--- src/rtl/clock_mode_control_if.sv ---
// Button inputs and counter-chain controls shared between a clock
// mode controller and whatever drives its buttons and watches its outputs.
interface clock_mode_control_if;
   logic i_Button_Mode;
   logic i_Button_Set;
   logic o_Reset_Sec;
   logic o_Enable_Increment;
   logic o_Enable_Count_Sec;
   logic o_Enable_Count_Min;
   logic o_Enable_Count_Hour;
   logic o_Set_Min;
   logic o_Set_Hour;

   modport slave (
      input  i_Button_Mode,
      input  i_Button_Set,
      output o_Reset_Sec,
      output o_Enable_Increment,
      output o_Enable_Count_Sec,
      output o_Enable_Count_Min,
      output o_Enable_Count_Hour,
      output o_Set_Min,
      output o_Set_Hour
   );

   modport master (
      output i_Button_Mode,
      output i_Button_Set,
      input  o_Reset_Sec,
      input  o_Enable_Increment,
      input  o_Enable_Count_Sec,
      input  o_Enable_Count_Min,
      input  o_Enable_Count_Hour,
      input  o_Set_Min,
      input  o_Set_Hour
   );
endinterface

--- src/rtl/clock_mode_control.sv ---
// Digital-clock mode controller: run/set-hour/set-minute sequencing,
// seconds prescaler and Set-button auto-repeat.
//
// state       | meaning
// ST_RUN      | time runs, seconds prescaler active, Set ignored
// ST_SET_HOUR | hours field selected, seconds held clear
// ST_SET_MIN  | minutes field selected, no minute-to-hour carry
module clock_mode_control #(
   parameter int c_CLK_FREQ      = 50_000_000,
   parameter int c_REPEAT_DELAY  = c_CLK_FREQ / 2,
   parameter int c_REPEAT_PERIOD = c_CLK_FREQ / 8
) (
   input logic                 i_Clock,
   input logic                 i_Reset,
   clock_mode_control_if.slave bus
);
   localparam int PRESC_W = (c_CLK_FREQ > 1) ? $clog2(c_CLK_FREQ) : 1;
   localparam int RPT_MAX = (c_REPEAT_DELAY > c_REPEAT_PERIOD) ? c_REPEAT_DELAY : c_REPEAT_PERIOD;
   localparam int RPT_W   = (RPT_MAX > 1) ? $clog2(RPT_MAX) : 1;
   localparam logic [PRESC_W-1:0] PRESC_LAST  = PRESC_W'(c_CLK_FREQ - 1);
   localparam logic [RPT_W-1:0]   DELAY_LOAD  = RPT_W'(c_REPEAT_DELAY - 1);
   localparam logic [RPT_W-1:0]   PERIOD_LOAD = RPT_W'(c_REPEAT_PERIOD - 1);

   typedef enum logic [1:0] {
      ST_RUN      = 2'd0,
      ST_SET_HOUR = 2'd1,
      ST_SET_MIN  = 2'd2
   } state_t;

   state_t             state, state_nxt;
   logic               mode_prev, set_prev;
   logic               mode_edge, set_edge;
   logic               stay;
   logic [PRESC_W-1:0] presc, presc_nxt;
   logic [RPT_W-1:0]   rpt_cnt, rpt_cnt_nxt;
   logic               rpt_active, rpt_active_nxt;
   logic               tick_nxt, inc_nxt;
   logic               reset_sec_nxt, cnt_min_nxt, cnt_hour_nxt, set_min_nxt, set_hour_nxt;
   logic               reset_sec_q, inc_q, tick_q, cnt_min_q, cnt_hour_q, set_min_q, set_hour_q;

   assign mode_edge = bus.i_Button_Mode & ~mode_prev;
   assign set_edge  = bus.i_Button_Set & ~set_prev;

   always_ff @(posedge i_Clock) begin
      if (i_Reset) begin
         state       <= ST_RUN;
         mode_prev   <= 1'b1;
         set_prev    <= 1'b1;
         presc       <= '0;
         rpt_cnt     <= '0;
         rpt_active  <= 1'b0;
         tick_q      <= 1'b0;
         inc_q       <= 1'b0;
         reset_sec_q <= 1'b1;
         cnt_min_q   <= 1'b0;
         cnt_hour_q  <= 1'b0;
         set_min_q   <= 1'b0;
         set_hour_q  <= 1'b0;
      end else begin
         state       <= state_nxt;
         mode_prev   <= bus.i_Button_Mode;
         set_prev    <= bus.i_Button_Set;
         presc       <= presc_nxt;
         rpt_cnt     <= rpt_cnt_nxt;
         rpt_active  <= rpt_active_nxt;
         tick_q      <= tick_nxt;
         inc_q       <= inc_nxt;
         reset_sec_q <= reset_sec_nxt;
         cnt_min_q   <= cnt_min_nxt;
         cnt_hour_q  <= cnt_hour_nxt;
         set_min_q   <= set_min_nxt;
         set_hour_q  <= set_hour_nxt;
      end
   end

   always_comb begin
      state_nxt      = state;
      presc_nxt      = '0;
      tick_nxt       = 1'b0;
      inc_nxt        = 1'b0;
      rpt_cnt_nxt    = '0;
      rpt_active_nxt = 1'b0;
      reset_sec_nxt  = 1'b1;
      cnt_min_nxt    = 1'b0;
      cnt_hour_nxt   = 1'b0;
      set_min_nxt    = 1'b0;
      set_hour_nxt   = 1'b0;

      if (mode_edge) begin
         case (state)
            ST_RUN:      state_nxt = ST_SET_HOUR;
            ST_SET_HOUR: state_nxt = ST_SET_MIN;
            default:     state_nxt = ST_RUN;
         endcase
      end
      stay = (state_nxt == state);

      // The prescaler only advances while RUN persists, so re-entering RUN starts from zero.
      if (state == ST_RUN && stay) begin
         if (presc == PRESC_LAST) begin
            tick_nxt = 1'b1;
         end else begin
            presc_nxt = presc + PRESC_W'(1);
         end
      end

      // A Mode edge wins over a simultaneous Set edge and cancels any repeat in progress.
      if (state != ST_RUN && stay && bus.i_Button_Set) begin
         if (set_edge) begin
            inc_nxt        = 1'b1;
            rpt_active_nxt = 1'b1;
            rpt_cnt_nxt    = DELAY_LOAD;
         end else if (rpt_active) begin
            rpt_active_nxt = 1'b1;
            if (rpt_cnt == '0) begin
               inc_nxt     = 1'b1;
               rpt_cnt_nxt = PERIOD_LOAD;
            end else begin
               rpt_cnt_nxt = rpt_cnt - RPT_W'(1);
            end
         end
      end

      case (state_nxt)
         ST_SET_HOUR: begin
            cnt_hour_nxt = 1'b1;
            set_hour_nxt = 1'b1;
         end
         ST_SET_MIN: begin
            cnt_min_nxt = 1'b1;
            set_min_nxt = 1'b1;
         end
         default: begin
            reset_sec_nxt = 1'b0;
            cnt_min_nxt   = 1'b1;
            cnt_hour_nxt  = 1'b1;
         end
      endcase
   end

   assign bus.o_Reset_Sec         = reset_sec_q;
   assign bus.o_Enable_Increment  = inc_q;
   assign bus.o_Enable_Count_Sec  = tick_q;
   assign bus.o_Enable_Count_Min  = cnt_min_q;
   assign bus.o_Enable_Count_Hour = cnt_hour_q;
   assign bus.o_Set_Min           = set_min_q;
   assign bus.o_Set_Hour          = set_hour_q;
endmodule

--- src/flat_wrapper.sv ---
// flat-port wrapper written by rule: the top's interface ports become plain ports
module clock_mode_control_flat 
#(
   parameter int c_CLK_FREQ      = 50_000_000,
   parameter int c_REPEAT_DELAY  = c_CLK_FREQ / 2,
   parameter int c_REPEAT_PERIOD = c_CLK_FREQ / 8
)
  (i_Clock, i_Reset, bus_i_Button_Mode, bus_i_Button_Set, bus_o_Reset_Sec, bus_o_Enable_Increment, bus_o_Enable_Count_Sec, bus_o_Enable_Count_Min, bus_o_Enable_Count_Hour, bus_o_Set_Min, bus_o_Set_Hour);
  clock_mode_control_if bus_i ();
  input logic i_Clock;
  input logic i_Reset;
  input wire logic [$bits(bus_i.i_Button_Mode)-1:0] bus_i_Button_Mode;
  input wire logic [$bits(bus_i.i_Button_Set)-1:0] bus_i_Button_Set;
  output wire logic [$bits(bus_i.o_Reset_Sec)-1:0] bus_o_Reset_Sec;
  output wire logic [$bits(bus_i.o_Enable_Increment)-1:0] bus_o_Enable_Increment;
  output wire logic [$bits(bus_i.o_Enable_Count_Sec)-1:0] bus_o_Enable_Count_Sec;
  output wire logic [$bits(bus_i.o_Enable_Count_Min)-1:0] bus_o_Enable_Count_Min;
  output wire logic [$bits(bus_i.o_Enable_Count_Hour)-1:0] bus_o_Enable_Count_Hour;
  output wire logic [$bits(bus_i.o_Set_Min)-1:0] bus_o_Set_Min;
  output wire logic [$bits(bus_i.o_Set_Hour)-1:0] bus_o_Set_Hour;
  assign bus_i.i_Button_Mode = bus_i_Button_Mode;
  assign bus_i.i_Button_Set = bus_i_Button_Set;
  assign bus_o_Reset_Sec = bus_i.o_Reset_Sec;
  assign bus_o_Enable_Increment = bus_i.o_Enable_Increment;
  assign bus_o_Enable_Count_Sec = bus_i.o_Enable_Count_Sec;
  assign bus_o_Enable_Count_Min = bus_i.o_Enable_Count_Min;
  assign bus_o_Enable_Count_Hour = bus_i.o_Enable_Count_Hour;
  assign bus_o_Set_Min = bus_i.o_Set_Min;
  assign bus_o_Set_Hour = bus_i.o_Set_Hour;
  clock_mode_control #(.c_CLK_FREQ(c_CLK_FREQ), .c_REPEAT_DELAY(c_REPEAT_DELAY), .c_REPEAT_PERIOD(c_REPEAT_PERIOD)) u_core (.i_Clock(i_Clock), .i_Reset(i_Reset), .bus(bus_i));
endmodule
--- config.mk ---
export PLATFORM = sky130hd
export DESIGN_NAME = clock_mode_control_flat
export DESIGN_NICKNAME = d
export VERILOG_FILES = /design/src/rtl/clock_mode_control_if.sv /design/src/rtl/clock_mode_control.sv /design/src/flat_wrapper.sv
export SDC_FILE = /design/constraint.sdc
export NUM_CORES = 1
export LEC_CHECK = 0
export ABC_AREA = 1
export BUFFER_PORTS_ARGS = -buffer_cell sky130_fd_sc_hd__buf_2
export CORE_MARGIN = 5
export CORE_UTILIZATION = 45
export DETAILED_ROUTE_END_ITERATION = 10
export GPL_ROUTABILITY_DRIVEN = 0
export PLACE_DENSITY = 0.69
export SYNTH_ARGS = -nofsm -noshare
export SYNTH_HDL_FRONTEND = slang
export SYNTH_SLANG_ARGS = --single-unit
--- constraint.sdc ---
create_clock -name i_Clock -period 1.66 [get_ports i_Clock]
set_input_delay 0.332 -clock i_Clock [delete_from_list [all_inputs] [get_ports i_Clock]]
set_output_delay 0.332 -clock i_Clock [all_outputs]
set_load 0.02 [all_outputs]
== Word-level counts from Yosys, hierarchy flattened ==
Cells that the tools add are included.

* Register bits: 63
* Bits of input ports: 4
* Output and inout port bits: 7
* Logic and storage cells: 57

* Add/subtract/negate cells: 2
* Equal/unequal tests: 5
* Multiplexer cells: 16
* Bitwise operators: 7
* Reductions and logical operators: 12

{| class="wikitable"
|+ Operators with widths
! kind !! number
|-
| 2-to-1 mux 25 bit || 3
|-
| adder 26 x 1 -> 26 bit (second input constant) || 1
|-
| equality test 26 bit (second input constant) || 1
|-
| zero test 25 bit || 1
|-
| subtractor 25 x 1 -> 25 bit (second input constant) || 1
|-
| 2-to-1 mux 1 bit || 11
|-
| OR reduction 2 bit || 3
|-
| NOT 1 bit || 5
|-
| OR reduction 5 bit || 1
|-
| equality test 2 x 1 -> 1 bit (second input constant) || 2
|-
| one-hot mux 2 bit (2 select lines) || 1
|-
| OR reduction 4 bit || 1
|-
| logical AND 1 bit || 3
|-
| OR reduction 3 bit || 1
|-
| AND 1 bit || 2
|-
| equality test 2 bit || 1
|-
| equality test 2 bit (second input constant) || 1
|-
| zero test 2 bit || 1
|-
| 2-to-1 mux 2 bit || 1
|-
| nonzero test 2 bit || 1
|}

== Logic depth before layout (Yosys ltp) ==
Gate-level depths: netlist of run 1.

* Word-level depth: 8
* Mapped depth: 10
* Gate-level depth less buffers: 10

== Worst setup path before layout of run 1 ==
OpenSTA, ideal clock, no wires.

* Path type: reg2reg
* Start: register u_core.presc[0]
* End: register u_core.presc[14]
* Setup time: 0.122 ns
* Data arrival time: 1.303 ns
* Data required time: 1.538 ns
* Setup slack: 0.236 ns
* Cell stages (with the launch flop): 10
* Clock period less this slack: 1.424 ns
* Cells stage by stage: dfxtp_1 -> ha_1 -> nand2_2 -> inv_2 -> nand3_2 -> nor2_1 -> nand3_1 -> nand2_2 -> buf_6 -> a21oi_1

* Cells in the longest elaborated chain, start to end: 2
* Elaborated cells between the ends (all ways): 3
* Those cells by class: add/sub: 1; eq/ne: 1; reduce/logical: 1

{| class="wikitable"
|+ Ends and longest elaborated chain
! what !! line !! RTL
|-
| from (decl) || clock_mode_control.sv:34 || <nowiki>logic [PRESC_W-1:0] presc, presc_nxt;</nowiki>
|-
| from (signal assigned) || clock_mode_control.sv:63 || <nowiki>presc <= presc_nxt;</nowiki>
|-
| branches (longest 2 deep; another with adder 26 x 1 -> 26 bit) || n/a ||
|}

Several ways; the timed one is not identified.
A chain may end at the register's enable or synchronous reset.

== Worst setup path in the final report of run 1 ==
* Start: register u_core.rpt_cnt[0]
* End: register u_core.rpt_cnt[14]

* Cells in the longest elaborated chain, start to end: 4
* Elaborated cells between the ends (all ways): 5
* Those cells by class: add/sub: 1; mux: 3; reduce/logical: 1

{| class="wikitable"
|+ Ends and longest elaborated chain
! what !! line !! RTL
|-
| from (decl) || clock_mode_control.sv:35 || <nowiki>logic [RPT_W-1:0] rpt_cnt, rpt_cnt_nxt;</nowiki>
|-
| from (signal assigned) || clock_mode_control.sv:64 || <nowiki>rpt_cnt <= rpt_cnt_nxt;</nowiki>
|-
| subtractor 25 x 1 -> 25 bit or zero test 25 bit (tied branches) || clock_mode_control.sv:119, clock_mode_control.sv:115 ||
|-
| 2-to-1 mux 25 bit * || clock_mode_control.sv:115 || <nowiki>if (rpt_cnt == '0) begin</nowiki>
|-
| 2-to-1 mux 25 bit * || clock_mode_control.sv:113 || <nowiki>end else if (rpt_active) begin</nowiki>
|-
| 2-to-1 mux 25 bit * || clock_mode_control.sv:109 || <nowiki>if (set_edge) begin</nowiki>
|}

Mark *: on every way between the ends. The rest lies on a longest branch, timed or not.

==> metrics.yaml, run 1 <==
num_vias: 2894
end_kind: "flip-flop"
antenna_found_initial: 0
synth_area_leaders: "dfxtp_1 (38%), nand2_1 (13%), nor2_1 (9.2%)"
crit_family: "simple AND/OR/NAND/NOR gates"
drt-initial-drc-count: 232
netlist_area_um2: 3310
syn2layout_area_growth_pct: 10.4
r2r_cells: 8
power_density_nw_per_um2: 807
grt_pass1_wl_um: 12000
maxSlewViolCount: 0
ys.flop_type: "dfxtp_1"
wire_per_inst_um: 11.7
timing.critical_path.cells: "inv_1 > ha_1 > nand2_2 > nor2_4 > nand4_4 > nand2_4 > nand2_8 > nand2_2"
p_sw_mw: 0.679
ctsResizeCount: 0
initial_utilization_pct: 45.9
placed_cells: 568
n_antenna_cell: 0
sequentialPowerShare_pct: 52.2
power_frac_clock_pct: 42.3
clockRootBuffer: "clkbuf_8"
core.rowCount: 31
peakVddDrop_mv: 0.569
combinationalPowerShare_pct: 5.5
overflow: 0
synth_edf_count: 0
nets: 488
tightest_slew_ns: 0.402
ys_seq_area_share_pct: 38.1
cts_tree: "done"
final_hold_viol_count: 0
p_int_mw: 2.27
start_kind: "flip-flop"
cts_max_level: 3
viasPerCell: 4.96
cts_buffers: 9
switching_share_pct: 23.0
ff2ff_setup_slack_ns: 0.13
status: "complete, no violations"
min_to: "u_core.mode_prev$_SDFF_PP1_"
finalSetupTns_ns: 0
report.final.setup_viol: 0
ys.warnings.count: 0
r2r_end: "u_core.rpt_cnt[14]$_SDFF_PP0_"
slew_headroom_pct: 73.0
leakage_nw: 1.59
grt.total_usage_pct: 16.5
synth.distinct_cells: 39
min_period_ns: 1.53
finalCritPeriodShare_pct: 92.2
worst-path-buf-inv: 1
synth_nets: 468
cts_setup_buffers: 0
cap_violations: 0
dpl.hpwl_um: 5300
async_flop_share_pct: 0
rsz0062_at_grt: "no"
cp_max_fo: 8
holdCritStartpoint: "bus_i_Button_Mode"
die_x_um: 95.7
worstSetupPathType: "reg -> reg"
critical_path_required_ns: 1.94
clkSinkCount: 63
die-area_um2: 9170
drt-total-wl_um: 6800
hold_buffers: 0
syn_inst: 460
clock_latency_ns: 0.34
synth_commonest_cells: "nand2_1 (111), nor2_1 (81), dfxtp_1 (63)"
drive_gt1_share_pct: 16.7
critPathSlowestCell: "dfxtp_1"
route.antenna.remaining_nets: 0
fin_cells: 583
critical_path_arrival_ns: 1.81
core_region_area_um2: 7210
grt_max_degree: 27
post-synth-top-area-fraction_pct: 38.1
holdPathStages: 3
skew_ns: 0.0121
die_y_um: 95.7
firstDrtPassIters: 5
ys_ff_latch: 63
drc: 0
cpMostUsedCell: "nand2_2"
io_pins: 11
critPathMaxStageDelay_ns: 0.30
regToRegStartpoint: "u_core.rpt_cnt[0]$_SDFF_PP0_"
max_freq_ghz: 0.654
ctsLongestPathBuffers: 2
worstHoldPathType: "in -> reg"
synth.most_common_cell: "nand2_1"
avgSynthCellArea_um2: 7.19
portBuffers: 10
yosysTopAreaCell: "dfxtp_1"
clkTransAtPathRegs_ns: 0.07
grt_pass1_vias: 2708
==> metal layers <==
layer / global-route usage (%) / routed length [um]
met4: 6.99 / 143
met3: 3.44 / 319
met2: 25.1 / 2990
met5: 0 / 0
met1: 22.7 / 3350
==> worst register-to-register path, delay by kind of cell (launching register included) <==
kind | cells | cell delay (ns)
flops | 1 | 0.30
fa+ha+maj | 1 | 0.24
buf+inv | 1 | 0.06
simple gates | 6 | 0.86
==> stage by stage <==
stage	hold slack, ns	total power [mW]	utilization (%)	setup slack (ns)	instance area [um2]
5_1_grt	0.197	3.07	50.6	0.00650	3650
3_5_place_dp	0.455	1.74	48.1	0.112	3470
4_1_cts	0.176	2.98	50.6	0.124	3650
6_report	0.182	2.95	50.6	0.130	3650
3_3_place_gp	0.450	1.73	48.1	0.143	3470
2_1_floorplan	0.424	1.70	-	0.236	3310
==> power by group through the flow <==
stage          sequential (mW)  combinational (mW)  clock, mW
2_1_floorplan             1.58               0.115          0
3_3_place_gp              1.57               0.159          0
3_5_place_dp              1.57               0.163          0
4_1_cts                   1.54               0.164       1.27
5_1_grt                   1.54               0.182       1.35
6_report                  1.54               0.161       1.25
==> cell usage in the layout, fill, tap and decap left out, types with 10 or more instances in the layout <==
| cell type | synthesis | routed |
|---|---|---|
| nand2_2 | 11 | 11 |
| nand3_1 | 20 | 20 |
| nor2_1 | 81 | 81 |
| nor2_2 | 10 | 10 |
| nand4_1 | 10 | 10 |
| inv_1 | 40 | 40 |
| a21oi_1 | 19 | 19 |
| dfxtp_1 | 63 | 63 |
| buf_2 | 0 | 10 |
| inv_2 | 10 | 10 |
| nand2_1 | 111 | 111 |
==> area by class of cell <==
type | count | area [um2]
clock buffers | 11 | 131
fillers | 726 | 3560
multi-input cells | 341 | 1800
clock inverters | 4 | 47.5
repair buffers | 13 | 85.1
flip-flops and latches | 63 | 1260
inverters | 52 | 200
well taps | 99 | 124
==> cells by family (layout without fill, tap and decap cells) <==
kind of cell / after synthesis / after routing / share of synthesized area (%)
compound gates: 38 / 38 / 6.62
xor+xnor: 17 / 17 / 4.50
simple gates: 282 / 282 / 41.8
fa+ha+maj: 4 / 4 / 1.51
buf+inv: 56 / 80 / 7.41
flops: 63 / 63 / 38.1
==> sequential cells by signal, indices dropped and copies added, names as in the netlist <==
name                            count
u_core.bus.o_Set_Min                1
u_core.bus.o_Enable_Count_Hour      1
u_core.bus.o_Reset_Sec              1
u_core.rpt_active                   1
u_core.bus.o_Enable_Count_Min       1
u_core.rpt_cnt                     25
u_core.bus.o_Enable_Increment       1
u_core.presc                       26
u_core.bus.o_Set_Hour               1
u_core.state                        2
u_core.bus.o_Enable_Count_Sec       1
u_core.set_prev                     1
u_core.mode_prev                    1
==> worst max-delay path by stage <==
stage,startpoint,end,slack [ns],cells after the start
final,u_core.rpt_cnt[0]$_SDFF_PP0_,u_core.rpt_cnt[14]$_SDFF_PP0_,0.13,8
after global routing,u_core.presc[1]$_SDFF_PP0_,u_core.presc[11]$_SDFF_PP0_,0.007,9
after CTS,u_core.rpt_cnt[0]$_SDFF_PP0_,u_core.rpt_cnt[20]$_SDFF_PP0_,0.12,8
after detailed placement,bus_i_Button_Mode,u_core.rpt_cnt[23]$_SDFF_PP0_,0.11,9
after global placement,bus_i_Button_Mode,u_core.bus.o_Set_Min$_SDFF_PP0_,0.14,8
after floorplan,u_core.presc[0]$_SDFF_PP0_,u_core.presc[14]$_SDFF_PP0_,0.24,9
(Power assumes the default switching activity.)
==> inputs of run 2 (changes only) <==
--- a/config.mk
+++ b/config.mk
@@ -8,10 +8,11 @@
 export ABC_AREA = 1
 export BUFFER_PORTS_ARGS = -buffer_cell sky130_fd_sc_hd__buf_2
 export CORE_MARGIN = 5
-export CORE_UTILIZATION = 45
+export CORE_UTILIZATION = 59
 export DETAILED_ROUTE_END_ITERATION = 10
 export GPL_ROUTABILITY_DRIVEN = 0
-export PLACE_DENSITY = 0.69
+export MAX_ROUTING_LAYER = met4
+export PLACE_DENSITY = 0.84
 export SYNTH_ARGS = -nofsm -noshare
 export SYNTH_HDL_FRONTEND = slang
 export SYNTH_SLANG_ARGS = --single-unit
==> metrics.yaml, run 2 (same netlist as run 1, synthesis figures left out) <==
cap_violations: 0  # unchanged
firstDrtPassIters: 5  # unchanged
drt-initial-drc-count: 358  # was 232
clockRootBuffer: "clkbuf_8"  # unchanged
cts_tree: "done"  # unchanged
largest_reg_flops: 26  # unchanged
leakage_nw: 1.62  # was 1.59 nW
core_region_area_um2: 5470  # was 7210 um2
route.antenna.remaining_nets: 0  # unchanged
drt-total-wl_um: 7340  # was 6800 um
viasPerCell: 5.36  # was 4.96
skew_ns: 0.00968  # was 0.0121 ns
die_x_um: 84.9  # was 95.7 um
peakVddDrop_mv: 0.799  # was 0.569 mV
design_area_um2: 3680  # was 3650 um2
ctsLongestPathBuffers: 2  # unchanged
p_int_mw: 2.51  # was 2.27 mW
power.total_mw: 3.23  # was 2.95 mW
slew_headroom_pct: 68.0  # was 73.0%
worstHoldPathType: "in -> reg"  # unchanged
grt_util_met3_pct: 3.79  # was 3.44%
critical_path_arrival_ns: 1.77  # was 1.81 ns
cts_buffers: 9  # unchanged
rsz0062_at_grt: "no"  # unchanged
status: "complete, no violations"  # unchanged
switching_share_pct: 22.1  # was 23.0%
die_y_um: 84.9  # was 95.7 um
nets: 488  # unchanged
die-area_um2: 7200  # was 9170 um2
combinationalPowerShare_pct: 5.0  # was 5.5%
top_register: "u_core.presc"  # unchanged
grt_use_met1_pct: 28.8  # was 22.7%
syn2layout_area_growth_pct: 11.2  # was 10.4%
cp_max_fo: 4  # was 8
clock_latency_ns: 0.34  # about the same
drive_gt1_share_pct: 18.1  # was 16.7%
maxSlewViolCount: 0  # unchanged
final_hold_viol_count: 0  # unchanged
holdPathStages: 3  # unchanged
report.final.setup_viol: 0  # unchanged
placed_cell_area_um2: 3430  # was 3470 um2
finalCritPeriodShare_pct: 92.4  # was 92.2%
hold_slack_ns: 0.175  # was 0.182 ns
antenna_found_initial: 0  # unchanged
power_frac_clock_pct: 47.2  # was 42.3%
grt_max_degree: 27  # unchanged
met2_usage_pct: 35.4  # was 25.1%
clkTransAtPathRegs_ns: 0.07  # about the same
core.rowCount: 27  # was 31
start_kind: "flip-flop"  # unchanged
r2r_cells: 6  # was 8
io_pins: 11  # unchanged
clkSinkCount: 63  # unchanged
drc: 0  # unchanged
worstSetupPathType: "reg -> reg"  # unchanged
overflow: 0  # unchanged
num_vias: 2984  # was 2894
wire_per_inst_um: 13.2  # was 11.7 um
reg_top3: "u_core.presc (26), u_core.rpt_cnt (25), u_core.state (2)"  # unchanged
cts_max_level: 3  # unchanged
end_kind: "flip-flop"  # unchanged
grt-busiest-layer: "met2"  # unchanged
portBuffers: 10  # unchanged
utilization_pct: 67.2  # was 50.6%
sequentialPowerShare_pct: 47.8  # was 52.2%
final_cell_mix: "nand2_1 (110), nor2_1 (81), dfxtp_1 (63), inv_1 (39)"  # was nand2_1 (111), nor2_1 (81), dfxtp_1 (63), inv_1 (40), nand3_1 (20)
min_period_ns: 1.53  # about the same
grt_pass1_wl_um: 12700  # was 12000 um
p_sw_mw: 0.713  # was 0.679 mW
finalSetupTns_ns: 0  # unchanged
grt_pass1_vias: 2868  # was 2708
final_common_cell: "nand2_1"  # unchanged
max_freq_ghz: 0.652  # was 0.654 GHz
grt.total_usage_pct: 22.3  # was 16.5%
fillerInstances: 447  # was 726
power_density_nw_per_um2: 876  # was 807 nW/um2
dpl.hpwl_um: 5380  # was 5300 um
initial_utilization_pct: 60.4  # was 45.9%
critical_path_required_ns: 1.89  # was 1.94 ns
tightest_slew_ns: 0.476  # was 0.402 ns
n_antenna_cell: 0  # unchanged
[run 2: timing repair]
item,CTS,global route
resized for setup,0,4
hold buffers,0,0
endpoints found under the setup margin,0,19
hold endpoints to repair,0,0
buffers inserted,0,1
[run 2: worst paths after layout]
check                                     from                       endpoint  slack, ns
hold / removal               bus_i_Button_Mode    u_core.mode_prev$_SDFF_PP1_       0.18
setup reg to reg  u_core.rpt_cnt[2]$_SDFF_PP0_  u_core.rpt_cnt[19]$_SDFF_PP0_       0.13
hold reg to reg    u_core.presc[23]$_SDFF_PP0_    u_core.presc[23]$_SDFF_PP0_       0.47
setup / recovery  u_core.rpt_cnt[2]$_SDFF_PP0_  u_core.rpt_cnt[19]$_SDFF_PP0_       0.13
[run 2: power by group through the flow]
stage               Combinational (mW)  Sequential, mW  Clock, mW
floorplan                        0.115            1.58          0
global placement                 0.158            1.57          0
detailed placement               0.162            1.57          0
CTS                              0.163            1.54       1.53
global route                     0.183            1.54       1.63
finish                           0.162            1.54       1.52
[run 2: final cells by class]
class,instances,area (um2),share of cell area [%]
inverters,52,200,5.44
multi-input cells,341,1810,49.2
well taps,72,90.1,2.45
repair buffers,13,85.1,2.31
clock buffers,11,151,4.11
clock inverters,5,80.1,2.18
flip-flops and latches,63,1260,34.3
[run 2: critical path, stage by stage (launching register included)]
cell,delay [ns]
dfxtp_1,0.34
nor2_1,0.17
nand2_2,0.14
nor3_1,0.45
nand4_1,0.17
nand3_1,0.12
nand2_2,0.04
[run 2: stage by stage]
step                setup slack [ns]  cells
finish                         0.127    557
global route                 0.00300    557
CTS                           0.0336    556
detailed placement            0.0643    540
global placement               0.123    540
floorplan                      0.236    460
[run 2: layer usage]
layer | routed length, um | share of wire [%] | vias to the layer above
li1 | - | - | 1491
met1 | 3310 | 45 | 1379
met2 | 3470 | 47 | 98
met3 | 425 | 5.8 | 16
met4 | 133 | 1.8 | 0
met5 | 0 | 0 | -
